[config.mk]
export PLATFORM = sky130hd
export DESIGN_NAME = mem_access_unit
export DESIGN_NICKNAME = d
export VERILOG_FILES = /design/src/rtl/mem_access_unit.sv
export SDC_FILE = /design/constraint.sdc
export NUM_CORES = 1
export LEC_CHECK = 0
export ABC_CLOCK_PERIOD_IN_PS = 1600
export BUFFER_PORTS_ARGS = -buffer_cell sky130_fd_sc_hd__buf_2
export CAP_MARGIN = 10
export CORE_MARGIN = 2
export CORE_UTILIZATION = 40
export CTS_CLUSTER_DIAMETER = 120
export DETAILED_ROUTE_END_ITERATION = 8
export PLACE_DENSITY = 0.74
export SYNTH_ARGS = -nofsm -noshare
export SYNTH_HDL_FRONTEND = slang
export SYNTH_SLANG_ARGS = --single-unit
[constraint.sdc]
create_clock -name clk -period 1.6 [get_ports clk]
set_input_delay 0.08 -clock clk [delete_from_list [all_inputs] [get_ports clk]]
set_output_delay 0.08 -clock clk [all_outputs]
set_load 0.02 [all_outputs]
[src/rtl/mem_access_unit.sv]
// -----------------------------------------------------------------------------
// mem_access_unit
// Turns a MEM-stage load/store request of byte, half or word size into a
// sequence of single-byte transfers on a narrow memory port. Multi-byte
// accesses are big-endian: byte index 0 is at the lowest address and is the
// most significant byte of the value. Misaligned or illegal-size requests
// complete immediately with an error and never touch the memory port.
//
// Ports
//   clk, rst_n           clock; synchronous active-low reset
//   req_valid/req_ready  request handshake (accepted only in IDLE)
//   req_load, req_size,
//   req_signed, req_addr,
//   req_wdata            request attributes, latched on accept
//   resp_valid           one-cycle completion pulse
//   resp_rdata, resp_err completion data / error flag (valid with resp_valid)
//   busy                 stall request to the pipeline
//   mem_req, mem_we,
//   mem_addr, mem_wdata  byte-port request, held stable until mem_ack
//   mem_rdata, mem_ack   byte-port read data and transfer completion
// -----------------------------------------------------------------------------
module mem_access_unit #(
   parameter int unsigned ADDR_W = 32
) (
   input  logic              clk,
   input  logic              rst_n,
   input  logic              req_valid,
   output logic              req_ready,
   input  logic              req_load,
   input  logic [1:0]        req_size,
   input  logic              req_signed,
   input  logic [ADDR_W-1:0] req_addr,
   input  logic [31:0]       req_wdata,
   output logic              resp_valid,
   output logic [31:0]       resp_rdata,
   output logic              resp_err,
   output logic              busy,
   output logic              mem_req,
   output logic              mem_we,
   output logic [ADDR_W-1:0] mem_addr,
   output logic [7:0]        mem_wdata,
   input  logic [7:0]        mem_rdata,
   input  logic              mem_ack
);

   localparam logic [1:0] SizeWord = 2'b01;
   localparam logic [1:0] SizeByte = 2'b10;
   localparam logic [1:0] SizeHalf = 2'b11;

   typedef enum logic [1:0] {
      StIdle,
      StAccess,
      StResp
   } state_e;

   state_e              r_state;
   state_e              w_state_next;
   logic                r_load;
   logic                r_signed;
   logic                r_err;
   logic [1:0]          r_size;
   logic [1:0]          r_idx;
   logic [ADDR_W-1:0]   r_addr;
   logic [31:0]         r_wdata;
   logic [31:0]         r_asm;

   logic                w_accept;
   logic                w_req_err;
   logic [1:0]          w_last_idx;
   logic [1:0]          w_sel;
   logic [7:0]          w_store_byte;
   logic [31:0]         w_ext;

   assign w_accept = req_valid && (r_state == StIdle);

   // Alignment / size legality of the incoming request.
   always_comb begin
      w_req_err = 1'b0;
      unique case (req_size)
         SizeWord: w_req_err = (req_addr[1:0] != 2'b00);
         SizeHalf: w_req_err = req_addr[0];
         SizeByte: w_req_err = 1'b0;
         default:  w_req_err = 1'b1;
      endcase
   end

   // Index of the final byte of the latched access (byte count - 1).
   always_comb begin
      w_last_idx = 2'd0;
      unique case (r_size)
         SizeWord: w_last_idx = 2'd3;
         SizeHalf: w_last_idx = 2'd1;
         default:  w_last_idx = 2'd0;
      endcase
   end

   // Big-endian: index 0 sends the most significant store byte.
   assign w_sel        = w_last_idx - r_idx;
   assign w_store_byte = r_wdata[{w_sel, 3'b000} +: 8];

   // Bytes were shifted in from the LSB end, so the value is right-justified.
   always_comb begin
      w_ext = r_asm;
      unique case (r_size)
         SizeByte: w_ext = {{24{r_signed & r_asm[7]}}, r_asm[7:0]};
         SizeHalf: w_ext = {{16{r_signed & r_asm[15]}}, r_asm[15:0]};
         default:  w_ext = r_asm;
      endcase
   end

   always_ff @(posedge clk) begin
      if (!rst_n) begin
         r_state  <= StIdle;
         r_load   <= 1'b0;
         r_signed <= 1'b0;
         r_err    <= 1'b0;
         r_size   <= 2'b00;
         r_idx    <= 2'd0;
         r_addr   <= '0;
         r_wdata  <= 32'd0;
         r_asm    <= 32'd0;
      end else begin
         r_state <= w_state_next;
         if (w_accept) begin
            r_load   <= req_load;
            r_signed <= req_signed;
            r_err    <= w_req_err;
            r_size   <= req_size;
            r_addr   <= req_addr;
            r_wdata  <= req_wdata;
            r_idx    <= 2'd0;
            r_asm    <= 32'd0;
         end else if ((r_state == StAccess) && mem_ack) begin
            if (r_idx != w_last_idx) begin
               r_idx <= r_idx + 2'd1;
            end
            if (r_load) begin
               r_asm <= {r_asm[23:0], mem_rdata};
            end
         end
      end
   end

   always_comb begin
      w_state_next = r_state;
      req_ready    = 1'b0;
      busy         = 1'b0;
      mem_req      = 1'b0;
      mem_we       = 1'b0;
      mem_addr     = '0;
      mem_wdata    = 8'd0;
      resp_valid   = 1'b0;
      resp_err     = 1'b0;
      resp_rdata   = 32'd0;
      unique case (r_state)
         StIdle: begin
            req_ready = 1'b1;
            if (req_valid) begin
               w_state_next = w_req_err ? StResp : StAccess;
            end
         end
         StAccess: begin
            busy      = 1'b1;
            mem_req   = 1'b1;
            mem_we    = !r_load;
            mem_addr  = r_addr + ADDR_W'(r_idx);
            mem_wdata = r_load ? 8'd0 : w_store_byte;
            if (mem_ack && (r_idx == w_last_idx)) begin
               w_state_next = StResp;
            end
         end
         StResp: begin
            busy         = 1'b1;
            resp_valid   = 1'b1;
            resp_err     = r_err;
            resp_rdata   = (r_load && !r_err) ? w_ext : 32'd0;
            w_state_next = StIdle;
         end
         default: begin
            w_state_next = StIdle;
         end
      endcase
   end

endmodule

==> run_results.csv <==
group,metric,value,unit
cts,numCtsBuffers,9,
logic_synthesis,synth_nets,794,
place,post-place-ws,-0.3009,ns
finish,final-instance-count-excl-fill,1156,
logic_synthesis,synthAdderAreaFrac,1.769,%
cts,clock_sinks,105,
setup_path,crit_path_frequent_cell,"buf_6",
global_route,grt_max_degree,33,
setup_path,crit_path_end_kind,"output pin",
sta,drv_slew,0,
floorplanning,core,0.01319,mm2
finish,fin_util,69.29,%
logic_synthesis,synth_top_cell_by_area,"dfxtp_1",
place,place_inst,1058,
detailed_routing,wl_per_cell,15.42,um
setup_path,critPathMaxFanout,6,
global_route,overflow,0,
floorplanning,chipWidth,119.9,um
place,dp_hpwl,10.75,mm
sta,setup_tns,-24.03,ns
status,violations,"negative setup slack",
detailed_routing,vias_per_cell,5.070,
setup_path,required,1.52,ns
logic_synthesis,synth_seq_cells,105,
power,p_leak,3.495,nW
global_route,grt_pass1_vias,5810,
cts,clk_pin_slew,0.07,ns
floorplanning,num_rows,42,
logic_synthesis,synth_most_common_cell,"nand2_1",
finish,drive_gt1_share,39.84,%
floorplanning,dieArea,0.01438,mm2
detailed_routing,num_vias,5861,
cts,cts_tree,"built",
sta,worst_pin_slew,0.3440,ns
sta,fin_crit_sh,139.2,%
floorplanning,chipHeight,119.9,um
detailed_routing,drt-initial-drc-count,367,
cts,clockRootBuffer,"clkbuf_16",
power,irDropWorstVdd,0.0006324,V
floorplanning,start_util,40.76,%
setup_path,crit_type,"flip-flop to output pin",
logic_synthesis,synthFlopType,"dfxtp_1",
logic_synthesis,syn_avg_cell_area,7.605,um2
logic_synthesis,synth_area_leaders,"dfxtp_1, nand2_1, a21boi_0",
min_path,min_path_type,"input pin to flip-flop",
sta,fin_skew,0.007599,ns
sta,maxSlewHeadroom,76.83,%
logic_synthesis,yosysUniqueCellTypes,45,
sta,rsz0062_at_grt,"yes",
cts,htree_levels,3,
logic_synthesis,synth_top_family_by_area,"simple AND/OR/NAND/NOR gates",
logic_synthesis,synthCells,707,
logic_synthesis,synth_simple_gate_area_share,29.42,%
logic_synthesis,yosys-top-cells-count,"nand2_1, dfxtp_1, a21boi_0, nor2_1, a21oi_1",
sta,fin_ws,-0.6268,ns
setup_path,worst_path_max_delay_cell,"dfxtp_4",
logic_synthesis,ys_seq_area_share,39.10,%
logic_synthesis,synth_top_area_share,39.10,%
detailed_routing,drt_wl_total,17.82,mm
sta,hold_viol,0,
power,p_per_area,719.8,mW/mm2
detailed_routing,antenna_left,0,
logic_synthesis,synth_compound_area_share,16.97,%
finish,layout.nets,1061,
sta,fmax,449.1,MHz
finish,area_growth,70.00,%
setup_path,crit_chain,"ha_4 > a21o_1 > nor4b_4 > buf_6 > nand3_1 > xor2_1 > nor2_2 > buf_6",
floorplanning,io_pins,158,
cts,clockBufferDepth,2,
sta,timing.final.crit_period,2.227,ns
setup_path,start_kind,"flip-flop",
setup_path,crit_arrival,2.15,ns
place,io_buffers,157,
place,gp_congestion,0.8857,
logic_synthesis,synth-edff-count,0,
status,status,"finished with violations",
setup_path,critPathMaxStageDelay,0.37,ns
finish,fillers,996,
logic_synthesis,muxShareOfSynthArea,3.165,%
global_route,grt_pass1_wl,28.13,mm
global_route,grt_antenna_before_repair,1,
cts,clock_latency,0.34,ns
logic_synthesis,synthArstFlopShare,0,%
logic_synthesis,synth_warnings,0,
logic_synthesis,yosys.area_share.xor_xnor,5.585,%
logic_synthesis,syn-cell-area,0.005376,mm2
flow_run,drv_cap,0,
global_route,grtUsageTotal,24.37,%
detailed_routing,drcViolationCount,0,
sta,finalSetupViolCount,63,
detailed_routing,drt_pass1_iterations,5,
path summary, 6_finish.rpt:
check | cells past startpoint | from | slack (ns) | end
worst max-delay path | 8 | r_idx[1]$_SDFFE_PP0P_ | -0.63 | mem_addr[23]
worst max register to register | 7 | r_state[0]$_SDFFE_PN0P_ | 0.10 | r_wdata[31]$_SDFFE_PN0P_
worst min register to register | 2 | r_asm[30]$_SDFFE_PP0P_ | 0.46 | r_asm[30]$_SDFFE_PP0P_
worst min-delay path | 3 | req_wdata[13] | 0.007 | r_wdata[13]$_SDFFE_PN0P_
worst max-delay path: cells and delay by family, from the launching register on:
kind                       cells  cell delay (ns)
and+or+nand+nor                3             0.52
DFF                            1             0.37
buffers and inverters          2             0.34
adders and majority gates      1             0.26
xor gates and xnor gates       1             0.16
AOI/OAI and AO/OA              1             0.15
cells by family after synthesis:
logic type	after synthesis
flip-flops	105
multiplexers	17
AND/OR/NAND/NOR	354
AO/OA/AOI/OAI	143
XOR/XNOR	30
buffers and inverters	51
adder cells (fa/ha/maj)	7
through the flow:
step                      area (um2)  hold WS [ns]  total power (W)
after floorplan                 5782        0.2160         0.003672
after global placement          7182        0.3266         0.004149
after detailed placement        7182        0.3279         0.004168
after CTS                       8945    0.00007677         0.006550
after global routing            9140      0.009571         0.006897
final                           9140      0.006619         0.006579
power breakdown:
part | switching [W] | internal (W) | total, W
registers | 0.000154 | 0.00277 | 0.00292
clock network | 0.000966 | 0.00113 | 0.00210
logic | 0.000794 | 0.000765 | 0.00156
final cells by class:
class | instances | area (um2) | share of cell area, %
clock buffer | 11 | 252.7 | 2.765
multi-input combinational | 551 | 3851 | 42.14
clock inverter | 5 | 28.78 | 0.3149
antenna | 1 | 2.502 | 0.02738
timing repair buffer | 301 | 2645 | 28.94
inverter | 6 | 22.52 | 0.2464
tap | 176 | 220.2 | 2.409
sequential | 105 | 2117 | 23.16
flip-flops by register name, indices dropped and copies added (netlist names):
register,cells
r_asm,32
r_addr,32
r_load,1
r_state,2
r_signed,1
r_wdata,32
r_idx,2
r_err,1
r_size,2
what timing repair did:
| item | in CTS | in global routing |
|---|---|---|
| endpoints found under the setup margin | 71 | 72 |
| cloned | 4 | 0 |
| pin swaps | 34 | 18 |
| endpoints found under the hold margin | 66 | 0 |
| setup buffers | 11 | 11 |
| gates resized for setup | 184 | 59 |
| hold buffers | 66 | 0 |
cells in the final DEF (no fill, tap or decap), types with 8 or more instances in the layout:
cell,netlist,layout
xnor2_1,12,10
mux2i_4,0,14
buf_4,1,63
dfxtp_1,105,97
a21oi_1,48,37
nor2_1,68,26
clkbuf_16,0,9
a21boi_0,68,64
xor2_1,16,13
nor2_4,0,15
nor2_2,0,27
buf_2,3,90
and2_4,0,10
nand2_1,215,212
buf_12,1,11
buf_6,0,68
nand3_1,14,9
dlygate4sd3_1,0,66
o22ai_4,0,8
o21ai_0,13,10
nand4_1,9,9
metal layers:
metal	track usage, %	part of all wire [%]	vias up
met5	0	0	-
met4	9.485	2.5	0
met3	4.610	5.1	34
met2	43.15	51	199
met1	28.98	41	2737
li1	-	-	2891
(Power assumes the default switching activity.)
